File: src/rtl/uart_rx.sv
// 8N1 UART receiver: two-flop input synchroniser, mid-bit sampling FSM and a
// one-entry valid/ready holding register with framing-error and overrun pulses.
//
// state     | meaning
// ----------+-------------------------------------------------------------
// IDLE      | line idle, waiting for sin_s to go low
// START     | counting to mid start bit, rejecting glitches
// DATA      | sampling 8 data bits, LSB first, one every CLK_DIV cycles
// STOP      | sampling the stop bit; high delivers the byte, low is a framing error
// WAIT_HIGH | after a framing error, waiting for the line to return high
module uart_rx #(
    parameter int CLK_DIV = 434,
    parameter int CNT_W   = $clog2(CLK_DIV)
) (
    input  logic       clk,
    input  logic       rst_n,
    input  logic       uart_sin,
    output logic [7:0] rx_data,
    output logic       rx_valid,
    input  logic       rx_ready,
    output logic       frame_err,
    output logic       overrun,
    output logic       busy
);

    localparam int HALF = CLK_DIV / 2;
    localparam logic [CNT_W-1:0] HALF_M1 = CNT_W'(HALF - 1);
    localparam logic [CNT_W-1:0] DIV_M1  = CNT_W'(CLK_DIV - 1);

    typedef enum logic [2:0] {
        IDLE,
        START,
        DATA,
        STOP,
        WAIT_HIGH
    } state_t;

    state_t           state, state_nxt;
    logic             s1, sin_s;
    logic [CNT_W-1:0] cnt, cnt_nxt;
    logic [2:0]       bit_idx, bit_idx_nxt;
    logic [7:0]       shift_reg, shift_nxt;
    logic [7:0]       rx_data_nxt;
    logic             rx_valid_nxt, frame_err_nxt, overrun_nxt;
    logic             deliver;

    always_ff @(posedge clk) begin
        if (!rst_n) begin
            s1        <= 1'b1;
            sin_s     <= 1'b1;
            state     <= IDLE;
            cnt       <= '0;
            bit_idx   <= '0;
            shift_reg <= '0;
            rx_data   <= '0;
            rx_valid  <= 1'b0;
            frame_err <= 1'b0;
            overrun   <= 1'b0;
        end else begin
            s1        <= uart_sin;
            sin_s     <= s1;
            state     <= state_nxt;
            cnt       <= cnt_nxt;
            bit_idx   <= bit_idx_nxt;
            shift_reg <= shift_nxt;
            rx_data   <= rx_data_nxt;
            rx_valid  <= rx_valid_nxt;
            frame_err <= frame_err_nxt;
            overrun   <= overrun_nxt;
        end
    end

    always_comb begin
        state_nxt     = state;
        cnt_nxt       = cnt;
        bit_idx_nxt   = bit_idx;
        shift_nxt     = shift_reg;
        deliver       = 1'b0;
        frame_err_nxt = 1'b0;
        case (state)
            IDLE: begin
                cnt_nxt = '0;
                if (!sin_s) state_nxt = START;
            end
            START: begin
                if (cnt == HALF_M1) begin
                    cnt_nxt = '0;
                    if (!sin_s) begin
                        state_nxt   = DATA;
                        bit_idx_nxt = '0;
                    end else begin
                        state_nxt = IDLE;
                    end
                end else begin
                    cnt_nxt = cnt + CNT_W'(1);
                end
            end
            DATA: begin
                if (cnt == DIV_M1) begin
                    cnt_nxt   = '0;
                    shift_nxt = {sin_s, shift_reg[7:1]};
                    if (bit_idx == 3'd7) state_nxt = STOP;
                    else                 bit_idx_nxt = bit_idx + 3'd1;
                end else begin
                    cnt_nxt = cnt + CNT_W'(1);
                end
            end
            STOP: begin
                if (cnt == DIV_M1) begin
                    cnt_nxt = '0;
                    if (sin_s) begin
                        deliver   = 1'b1;
                        state_nxt = IDLE;
                    end else begin
                        frame_err_nxt = 1'b1;
                        state_nxt     = WAIT_HIGH;
                    end
                end else begin
                    cnt_nxt = cnt + CNT_W'(1);
                end
            end
            WAIT_HIGH: begin
                if (sin_s) state_nxt = IDLE;
            end
            default: state_nxt = IDLE;
        endcase
    end

    // A delivery may refill the register in the same cycle the core drains it.
    always_comb begin
        rx_data_nxt  = rx_data;
        rx_valid_nxt = rx_valid;
        overrun_nxt  = 1'b0;
        if (deliver) begin
            if (!rx_valid || rx_ready) begin
                rx_data_nxt  = shift_reg;
                rx_valid_nxt = 1'b1;
            end else begin
                overrun_nxt = 1'b1;
            end
        end else if (rx_valid && rx_ready) begin
            rx_valid_nxt = 1'b0;
        end
    end

    assign busy = (state != IDLE);

endmodule

File: config.mk
export PLATFORM = sky130hd
export DESIGN_NAME = uart_rx
export DESIGN_NICKNAME = d
export VERILOG_FILES = /design/src/rtl/uart_rx.sv
export SDC_FILE = /design/constraint.sdc
export NUM_CORES = 1
export LEC_CHECK = 0
export BUFFER_PORTS_ARGS = -buffer_cell sky130_fd_sc_hd__buf_2
export CAP_MARGIN = 20
export CORE_ASPECT_RATIO = 1.75
export CORE_MARGIN = 2
export CORE_UTILIZATION = 63
export DETAILED_ROUTE_END_ITERATION = 10
export PLACE_DENSITY = 0.84
export SETUP_SLACK_MARGIN = 0.3
export SLEW_MARGIN = 10
export SYNTH_ARGS = -nofsm -noshare
export SYNTH_HDL_FRONTEND = slang
export SYNTH_SLANG_ARGS = --single-unit
File: constraint.sdc
create_clock -name clk -period 3.6 [get_ports clk]
set_clock_uncertainty 0.15 [all_clocks]
set_input_delay 0.36 -clock clk [delete_from_list [all_inputs] [get_ports clk]]
set_output_delay 0.36 -clock clk [all_outputs]
set_load 0.05 [all_outputs]
# Word level (Yosys, flattened, before mapping)
# Index checks and enable logic that the tools add are counted.
# totals
inputBits,4
word_cells,69
register_bits,36
# classes
n_eq_ne,16
reduce_logical,16
add_sub_neg,2
n_mux,25
# ops
operator,n
$mux 3,11
$pmux 9 s3,1
$mux 9,2
$ne 2x2->1 const B,8
$pmux 3 s5,1
$add 9x1->9 const B,1
$eq 9x8->1 const B,1
$eq 9x9->1 const B,1
$mux 1,8
$reduce_and 2->1,4
$eq 3x2->1 const B,2
$eq 3x3->1 const B,2
$pmux 3 s2,1
$reduce_and 6->1,1
$reduce_bool 3->1,2
$reduce_and 5->1,1
$reduce_bool 2->1,2
$add 3x1->3 const B,1
$eq 3x1->1 const B,1
$logic_not 3->1,1
$reduce_and 3->1,1
$mux 2,1
$ne 2x1->1 const B,1
$reduce_or 2->1,1
other kinds (3),3

# Longest topological paths before layout
# Gate-level depths: netlist of run 1.
# depth
depth_word,5
depth_mapped,6
ltp_nobuf,6

# Worst setup path before layout of run 1
# OpenSTA, ideal clock, no wires.
# synth_timing
kind,reg-to-reg
start,reg cnt[0]
end,reg cnt[6]
t_arrival_ps,1592
required_time_ps,3317
stages_incl_launch_ff,7
synth_period_minus_slack_ps,1875
slack_ps,1725
path_cell_list,dfxtp_1 inv_1 ha_1 or4b_4 o211a_1 o2111ai_1 o311ai_1
# synth_via
elab_chain_cells,3
# synth_lines
item,line_no,rtl
from (decl),40,"logic [CNT_W-1:0] cnt, cnt_nxt;"
from (signal assigned),63,cnt <= cnt_nxt;
$add 9x1->9 (tied with other cells),"95, 105, 119",
"$mux 9, on equally long branches","99, 109, 86",
$pmux 9 s3 (*),80,case (state)
# Every way passes the cells marked *; elsewhere a longest branch is shown, timed or not.
# A chain may end at the register's enable or synchronous reset.

# Worst setup path in the final report of run 1
# layout_timing
start,reg state[2]
end,reg rx_data[5]
# layout_via
elab_chain_cells,3
# layout_lines
item,line_no,rtl
from (decl),38,"state_t state, state_nxt;"
from (signal assigned),62,state <= state_nxt;
$eq 3x2->1,80,
$mux 1,80,
$reduce_and 2->1 (no line),-,
to (signal assigned),66,rx_data <= rx_data_nxt;
to (decl),18,"output logic [7:0] rx_data,"
# No other way between the ends.

==> impl_metrics.prom, run 1 <==
# TYPE chip_impl_metric gauge
chip_impl_info{name="status",value="complete, no violations"} 1
chip_impl_metric{name="power_switching",unit="uW"} 168
chip_impl_metric{name="critPathMaxStageDelay",unit="ns"} 0.68
chip_impl_metric{name="share_of_total_power_in_sequential_cells",unit="%"} 56.5
chip_impl_metric{name="timing.final.setup_violations",unit=""} 0
chip_impl_metric{name="worst_skew_pair.late_latency",unit="ns"} 0.29
chip_impl_metric{name="design_area",unit="sq mm"} 0.00198
chip_impl_metric{name="grt_util_all_layers",unit="%"} 22.1
chip_impl_info{name="crit_path_start_kind",value="register"} 1
chip_impl_metric{name="synth.ff_latch_count",unit=""} 36
chip_impl_metric{name="share_of_the_core_filled_with_cells_in_the_final_layout",unit="%"} 69.1
chip_impl_metric{name="setup_total_negative_slack",unit="ns"} 0
chip_impl_info{name="cp-end-kind",value="register"} 1
chip_impl_metric{name="pwr-share-comb",unit="%"} 5.0
chip_impl_metric{name="dp.final_hpwl",unit="microns"} 2460
chip_impl_metric{name="largest_register_ff_count",unit=""} 9
chip_impl_metric{name="clock_tree.buffer_depth",unit=""} 2
chip_impl_metric{name="initial_drt_markers",unit=""} 17
chip_impl_metric{name="vias_per_cell",unit=""} 6.09
chip_impl_metric{name="hold_ws",unit="ns"} 0.102
chip_impl_metric{name="fill_cell_total_of_the_finished_layout",unit=""} 235
chip_impl_metric{name="start_util",unit="%"} 64.2
chip_impl_info{name="path_class",value="register to register"} 1
chip_impl_metric{name="synthesis.nets",unit=""} 190
chip_impl_metric{name="yosys_warnings",unit=""} 0
chip_impl_metric{name="max_slew_violations",unit=""} 0
chip_impl_metric{name="cap_violations",unit=""} 0
chip_impl_metric{name="min_period_over_period",unit="%"} 60.3
chip_impl_metric{name="power_density",unit="mW/mm^2"} 363
chip_impl_metric{name="gp_congestion",unit=""} 0.854
chip_impl_metric{name="placed_area",unit="sq mm"} 0.00189
chip_impl_info{name="path_cells",value="nand4b_2, nor4_4, mux2i_1, nor2b_1"} 1
chip_impl_metric{name="final-hold-violation-count",unit=""} 0
chip_impl_metric{name="grt_max_degree",unit=""} 46
chip_impl_metric{name="cts-htree-levels",unit=""} 2
chip_impl_info{name="critical_path.top_delay_family",value="simple AND/OR/NAND/NOR gates"} 1
chip_impl_metric{name="critPathRequiredTime",unit="ns"} 3.64
chip_impl_metric{name="synth_edf_count",unit=""} 0
chip_impl_metric{name="period_needed",unit="ns"} 2.17
chip_impl_info{name="yosys_most_used_dff",value="sky130_fd_sc_hd__dfxtp_1"} 1
chip_impl_metric{name="numCtsBuffers",unit=""} 5
chip_impl_metric{name="die_h",unit="microns"} 75.5
chip_impl_metric{name="port-buffer-count",unit=""} 15
chip_impl_metric{name="firstDrtPassIters",unit=""} 4
chip_impl_metric{name="final-instance-count-excl-fill",unit=""} 221
chip_impl_metric{name="antenna_found_initial",unit=""} 0
chip_impl_info{name="tritoncts",value="yes"} 1
chip_impl_metric{name="timing_worst_slew_pin_value",unit="ns"} 0.744
chip_impl_metric{name="timing.critical_path.buf_inv",unit=""} 0
chip_impl_metric{name="max_clock_freq",unit="MHz"} 460
chip_impl_metric{name="worst_slew_margin_rel",unit="%"} 50.3
chip_impl_metric{name="grt_overflow_total",unit=""} 0
chip_impl_metric{name="clock_power_share",unit="%"} 38.5
chip_impl_metric{name="synth.cell_area",unit="sq mm"} 0.00184
chip_impl_metric{name="postCtsHoldBufs",unit=""} 0
chip_impl_metric{name="ctsResizeCount",unit=""} 0
chip_impl_info{name="cts_root_buf",value="sky130_fd_sc_hd__clkbuf_8"} 1
chip_impl_metric{name="grt_pass1_vias",unit=""} 1283
chip_impl_metric{name="floorplan.rows",unit=""} 26
chip_impl_info{name="min-delay-path-class",value="input pin to register"} 1
chip_impl_metric{name="via_count",unit=""} 1345
chip_impl_metric{name="fraction_of_the_yosys_area_taken_by_sequential_cells",unit="%"} 39.2
chip_impl_metric{name="wire_per_inst",unit="microns"} 14.8
chip_impl_metric{name="cts.reportedPaths.clkPinSlew",unit="ns"} 0.07
chip_impl_metric{name="cp_data_arrival_time",unit="ns"} 2.21
chip_impl_metric{name="core_area",unit="sq mm"} 0.00286
chip_impl_info{name="setup_repair_after_global_routing_missed_its_margin",value="false"} 1
chip_impl_metric{name="design.die.area",unit="sq mm"} 0.00338
chip_impl_metric{name="regArea",unit="sq um"} 721
chip_impl_metric{name="layout-drive-gt1-share",unit="%"} 18.7
chip_impl_metric{name="synthArstFlopShare",unit="%"} 0
chip_impl_metric{name="ir_worst_vdd",unit="uV"} 265
chip_impl_metric{name="post-place-cells",unit=""} 213
chip_impl_metric{name="wirelength",unit="microns"} 3280
chip_impl_metric{name="syn2layout_area_growth",unit="%"} 7.69
chip_impl_metric{name="floorplan.io_pins",unit=""} 16
chip_impl_metric{name="detail_route.drc_violations",unit=""} 0
chip_impl_metric{name="post-cts-setup-buffers",unit=""} 0
chip_impl_metric{name="sw_frac_of_total",unit="%"} 23.4
chip_impl_info{name="crit_slowest_cell",value="sky130_fd_sc_hd__nor4_4"} 1
chip_impl_metric{name="internal_power",unit="uW"} 551
chip_impl_metric{name="total_leakage_power",unit="nW"} 0.879
chip_impl_metric{name="multiInputGateArea",unit="sq mm"} 0.00105
chip_impl_metric{name="final_antenna_diode_count",unit=""} 0
chip_impl_metric{name="numClockSinks",unit=""} 36
chip_impl_metric{name="largest_driver_fanout_on_the_critical_path",unit=""} 23
chip_impl_metric{name="synthesis.instances",unit=""} 181
chip_impl_metric{name="post_synth_num_cell_types",unit=""} 50
chip_impl_metric{name="grt_pass1_wl",unit="microns"} 5490
chip_impl_metric{name="drt.antenna.violating_nets",unit=""} 0
chip_impl_metric{name="fin_nets",unit=""} 201
chip_impl_metric{name="die_width",unit="microns"} 44.8
chip_impl_metric{name="avgSynthCellArea",unit="sq um"} 10.2
-- worst register-to-register path: stages (launching register included) --
cell and delay, ns:
sky130_fd_sc_hd__dfxtp_1 0.55, sky130_fd_sc_hd__nand4b_2 0.37, sky130_fd_sc_hd__nor4_4 0.68, sky130_fd_sc_hd__mux2i_1 0.27, sky130_fd_sc_hd__nor2b_1 0.06
-- placed cells by master (no fill, tap or decap), types with 2 or more instances in the layout --
cell                        count
sky130_fd_sc_hd__o22ai_1        2
sky130_fd_sc_hd__dfxtp_1       36
sky130_fd_sc_hd__buf_2         15
sky130_fd_sc_hd__clkbuf_8       5
sky130_fd_sc_hd__nand3_1        5
sky130_fd_sc_hd__nand2b_1       6
sky130_fd_sc_hd__mux2i_1       21
sky130_fd_sc_hd__ha_1           5
sky130_fd_sc_hd__nor2b_1       19
sky130_fd_sc_hd__a21boi_1       3
sky130_fd_sc_hd__o211a_1        5
sky130_fd_sc_hd__o21ai_0        4
sky130_fd_sc_hd__o2111ai_1      2
sky130_fd_sc_hd__nand4_1        2
sky130_fd_sc_hd__nand4b_2       2
sky130_fd_sc_hd__nand4b_1       2
sky130_fd_sc_hd__xnor2_1        4
sky130_fd_sc_hd__inv_1          4
sky130_fd_sc_hd__clkinv_2       2
sky130_fd_sc_hd__o311ai_1       2
sky130_fd_sc_hd__nor2_1         6
sky130_fd_sc_hd__nand2_1       14
-- through the flow --
| stage | power, mW | setup WS, ns |
|---|---|---|
| floorplan | 0.445 | 1.73 |
| global placement | 0.451 | 1.53 |
| detailed placement | 0.452 | 1.41 |
| CTS | 0.730 | 1.40 |
| global route | 0.755 | 1.29 |
| finish | 0.719 | 1.43 |
-- final cells by class --
type                    instances  area share, %
clock inverters                 3          0.948
well taps                      28           1.77
inverters                       4          0.759
clock buffers                   5           3.48
repair buffers                 15           3.79
flip-flops and latches         36           36.4
multi-input cells             130           52.8
-- metal layers --
layer	share of wire [%]	vias to the layer above	track usage, %
li1	-	673	-
met1	38	645	21.6
met2	57	19	42.4
met3	3.0	8	4.27
met4	2.2	0	10.8
met5	0	-	0
-- cell families after synthesis --
kind of cell / count (synthesis) / share of synthesized area, %
AND/OR/NAND/NOR: 73 / 28.0
flip-flops: 36 / 39.2
AO/OA/AOI/OAI: 27 / 12.1
multiplexers: 21 / 11.4
buffers and inverters: 15 / 3.88
adder cells (fa/ha/maj): 5 / 3.40
XOR/XNOR: 4 / 1.91
-- synthesized netlist by cell type (3+ instances only) --
master / number / area [sq um]
sky130_fd_sc_hd__a21boi_1: 3 / 22.5
sky130_fd_sc_hd__nand2b_1: 6 / 37.5
sky130_fd_sc_hd__clkbuf_1: 5 / 18.8
sky130_fd_sc_hd__inv_1: 4 / 15.0
sky130_fd_sc_hd__xnor2_1: 4 / 35.0
sky130_fd_sc_hd__nand3_1: 5 / 25.0
sky130_fd_sc_hd__ha_1: 5 / 62.6
sky130_fd_sc_hd__nor2_1: 6 / 22.5
sky130_fd_sc_hd__nor2b_1: 19 / 119
sky130_fd_sc_hd__o21ai_0: 4 / 20.0
sky130_fd_sc_hd__nand2_1: 14 / 52.6
sky130_fd_sc_hd__dfxtp_1: 36 / 721
sky130_fd_sc_hd__mux2i_1: 21 / 210
sky130_fd_sc_hd__o211a_1: 5 / 50.1
sky130_fd_sc_hd__buf_2: 3 / 15.0
-- path summary, 6_finish.rpt --
kind	start	to	slack (ns)	depth (start not counted)
setup / recovery	state[2]$_SDFFE_PN0P_	rx_data[5]$_SDFFE_PN0P_	1.43	4
hold / removal	uart_sin	s1$_SDFF_PN1_	0.10	2
setup reg to reg	state[2]$_SDFFE_PN0P_	rx_data[5]$_SDFFE_PN0P_	1.43	4
hold reg to reg	s1$_SDFF_PN1_	sin_s$_SDFF_PN1_	0.26	1
-- power by group through the flow --
| stage | clock network [mW] | registers (mW) | logic, mW |
|---|---|---|---|
| final | 0.277 | 0.406 | 0.0358 |
| after global routing | 0.309 | 0.407 | 0.0392 |
| after CTS | 0.288 | 0.406 | 0.0361 |
| after detailed placement | 0 | 0.416 | 0.0360 |
| after global placement | 0 | 0.415 | 0.0353 |
| after floorplan | 0 | 0.412 | 0.0331 |
No activity file was read; power rests on OpenSTA's default activity.
==> run 2, diff against run 1 <==
--- a/config.mk
+++ b/config.mk
@@ -9,9 +9,9 @@
 export CAP_MARGIN = 20
 export CORE_ASPECT_RATIO = 1.75
 export CORE_MARGIN = 2
-export CORE_UTILIZATION = 63
+export CORE_UTILIZATION = 58
 export DETAILED_ROUTE_END_ITERATION = 10
-export PLACE_DENSITY = 0.84
+export PLACE_DENSITY = 0.78
 export SETUP_SLACK_MARGIN = 0.3
 export SLEW_MARGIN = 10
 export SYNTH_ARGS = -nofsm -noshare
==> constraint.sdc (replaced) <==
create_clock -name clk -period 2.3 [get_ports clk]
set_clock_uncertainty 0.15 [all_clocks]
set_input_delay 0.23 -clock clk [delete_from_list [all_inputs] [get_ports clk]]
set_output_delay 0.23 -clock clk [all_outputs]
set_load 0.05 [all_outputs]
==> impl_metrics.prom, run 2 (synthesized netlist as in run 1, its figures left out) <==
# TYPE chip_impl_metric gauge
chip_impl_info{name="worstSetupStartpoint",value="cnt[0]$_SDFFE_PN0P_"} 1
chip_impl_metric{name="grt_pass1_wl",unit="microns"} 5690
chip_impl_metric{name="die_width",unit="microns"} 46.6
chip_impl_metric{name="timing.reg2reg.setup_slack",unit="ns"} 0.34
chip_impl_metric{name="floorplan.io_pins",unit=""} 16
chip_impl_metric{name="min_period_over_period",unit="%"} 85.2
chip_impl_metric{name="timing_worst_slew_pin_value",unit="ns"} 0.670
chip_impl_info{name="crit_path_start_kind",value="register"} 1
chip_impl_metric{name="firstDrtPassIters",unit=""} 4
chip_impl_info{name="setup_repair_after_global_routing_missed_its_margin",value="false"} 1
chip_impl_metric{name="cp_data_arrival_time",unit="ns"} 1.99
chip_impl_metric{name="ir_worst_vdd",unit="uV"} 387
chip_impl_metric{name="gp_congestion",unit=""} 0.793
chip_impl_metric{name="worst_slew_margin_rel",unit="%"} 55.3
chip_impl_metric{name="cap_violations",unit=""} 0
chip_impl_metric{name="fin_nets",unit=""} 208
chip_impl_info{name="worst_setup_path_endpoint",value="cnt[0]$_SDFFE_PN0P_"} 1
chip_impl_metric{name="syn2layout_area_growth",unit="%"} 16.3
chip_impl_metric{name="numCtsBuffers",unit=""} 5
chip_impl_metric{name="core_area",unit="sq mm"} 0.00307
chip_impl_info{name="crit_slowest_cell",value="sky130_fd_sc_hd__or4b_4"} 1
chip_impl_metric{name="grt_overflow_total",unit=""} 0
chip_impl_metric{name="start_util",unit="%"} 59.8
chip_impl_metric{name="numClockSinks",unit=""} 36
chip_impl_metric{name="layout-drive-gt1-share",unit="%"} 25.0
chip_impl_metric{name="setup_total_negative_slack",unit="ns"} 0
chip_impl_info{name="final_common_cell",value="sky130_fd_sc_hd__dfxtp_1"} 1
chip_impl_info{name="tritoncts",value="yes"} 1
chip_impl_metric{name="cts-htree-levels",unit=""} 2
chip_impl_metric{name="timing.final.setup_violations",unit=""} 0
chip_impl_metric{name="die_h",unit="microns"} 78.5
chip_impl_metric{name="power_density",unit="mW/mm^2"} 585
chip_impl_info{name="cts_root_buf",value="sky130_fd_sc_hd__clkbuf_8"} 1
chip_impl_metric{name="cts.reportedPaths.clkPinSlew",unit="ns"} 0.07
chip_impl_info{name="min-delay-path-class",value="input pin to register"} 1
chip_impl_metric{name="max_clock_freq",unit="MHz"} 511
chip_impl_info{name="cp-end-kind",value="register"} 1
chip_impl_metric{name="initial_drt_markers",unit=""} 18
chip_impl_info{name="path_class",value="register to register"} 1
chip_impl_metric{name="vias_per_cell",unit=""} 5.70
chip_impl_metric{name="max_slew_violations",unit=""} 0
chip_impl_metric{name="critPathRequiredTime",unit="ns"} 2.33
chip_impl_metric{name="wirelength",unit="microns"} 3530
chip_impl_metric{name="floorplan.rows",unit=""} 27
chip_impl_metric{name="largest_register_ff_count",unit=""} 9
chip_impl_metric{name="drt.antenna.violating_nets",unit=""} 0
chip_impl_metric{name="wire_per_inst",unit="microns"} 14.5
chip_impl_metric{name="critPathMaxStageDelay",unit="ns"} 0.48
chip_impl_metric{name="period_needed",unit="ns"} 1.96
chip_impl_metric{name="detail_route.drc_violations",unit=""} 0
chip_impl_info{name="rr_endpoint",value="cnt[0]$_SDFFE_PN0P_"} 1
chip_impl_info{name="status",value="complete, no violations"} 1
chip_impl_metric{name="port-buffer-count",unit=""} 15
chip_impl_info{name="timing.rr.start",value="cnt[0]$_SDFFE_PN0P_"} 1
chip_impl_metric{name="antenna_found_initial",unit=""} 0
chip_impl_metric{name="clock_tree.buffer_depth",unit=""} 2
chip_impl_info{name="mostFrequentLayoutCells",value="sky130_fd_sc_hd__dfxtp_1, sky130_fd_sc_hd__mux2i_1, sky130_fd_sc_hd__nor2b_1"} 1
chip_impl_metric{name="largest_driver_fanout_on_the_critical_path",unit=""} 4
chip_impl_metric{name="grt_max_degree",unit=""} 46
chip_impl_metric{name="worst_skew_pair.late_latency",unit="ns"} 0.29
chip_impl_metric{name="hold_ws",unit="ns"} 0.177
chip_impl_metric{name="grt_util_all_layers",unit="%"} 21.3
chip_impl_metric{name="via_count",unit=""} 1386
chip_impl_metric{name="rr_worst_depth",unit=""} 7
chip_impl_metric{name="final-hold-violation-count",unit=""} 0
chip_impl_metric{name="grt_pass1_vias",unit=""} 1352
chip_impl_metric{name="design_area",unit="sq mm"} 0.00214
chip_impl_metric{name="placed_area",unit="sq mm"} 0.00193
chip_impl_metric{name="dp.final_hpwl",unit="microns"} 2510
chip_impl_metric{name="design.die.area",unit="sq mm"} 0.00365
chip_impl_metric{name="total_leakage_power",unit="nW"} 0.923
chip_impl_metric{name="final_antenna_diode_count",unit=""} 0
chip_impl_info{name="path_cells",value="inv_4, ha_4, or4b_4, o211ai_4, buf_4, nand3_1, o211a_1"} 1
==> run 2: cell types whose count changed in the layout (fill, tap and decap cells not counted), moves of 2 or more <==
cell / previous run / this run
sky130_fd_sc_hd__inv_1: 4 / 2
sky130_fd_sc_hd__dfxtp_4: 0 / 2
sky130_fd_sc_hd__buf_4: 0 / 6
sky130_fd_sc_hd__dfxtp_1: 36 / 33
==> run 2: metal layers <==
layer,up-vias,wire (microns),GRT usage [%]
met5,-,0,0
met4,0,130,16.0
met3,12,79,4.83
met2,24,1960,36.3
met1,666,1370,20.5
li1,684,-,-
==> run 2: where the power goes <==
group	internal, mW	leakage [nW]	switching (mW)
clock	0.322	0.0552	0.222
combinational	0.0330	0.576	0.0396
sequential	0.626	0.292	0.00843
==> run 2: final cells by class <==
cell class	count	area [sq um]
timing repair buffer	22	130
inverter	4	17.5
clock inverter	2	35.0
fill	236	936
clock buffer	6	72.6
tap	43	53.8
multi-input combinational	130	1100
sequential	36	729
==> run 2: worst max-delay path, delay by kind of cell (launching register included) <==
family,cells,cell delay [ns]
fa+ha+maj,1,0.12
flops,1,0.36
compound gates,2,0.44
simple gates,2,0.55
buf+inv,2,0.24
==> run 2: per-stage QoR <==
stage	instances	setup slack [ns]	util, %	total power [mW]
after floorplan	181	0.425	-	0.697
after global placement	231	0.374	62.9	0.704
after detailed placement	231	0.244	62.9	0.708
after CTS	240	0.307	67.0	1.25
after global routing	243	0.293	69.6	1.29
final	243	0.341	69.6	1.25
==> run 2: worst min path at each step <==
stage / from / end / slack [ns] / cells after the start
after floorplan: uart_sin / s1$_SDFF_PN1_ / 0.18 / 1
after global placement: s1$_SDFF_PN1_ / sin_s$_SDFF_PN1_ / 0.24 / 1
after detailed placement: s1$_SDFF_PN1_ / sin_s$_SDFF_PN1_ / 0.25 / 1
after CTS: rx_ready / overrun$_SDFF_PN0_ / 0.15 / 3
after global routing: rx_ready / overrun$_SDFF_PN0_ / 0.18 / 3
final: rx_ready / overrun$_SDFF_PN0_ / 0.18 / 3
==> run 2: timing repair <==
| item | 4_1_cts | 5_1_grt |
|---|---|---|
| setup buffers | 0 | 3 |
| setup endpoints to repair | 2 | 14 |
| endpoints found under the hold margin | 1 | 0 |
| resized for setup | 2 | 15 |
| pin swaps | 0 | 3 |
| hold buffers | 1 | 0 |
| gates cloned | 0 | 0 |
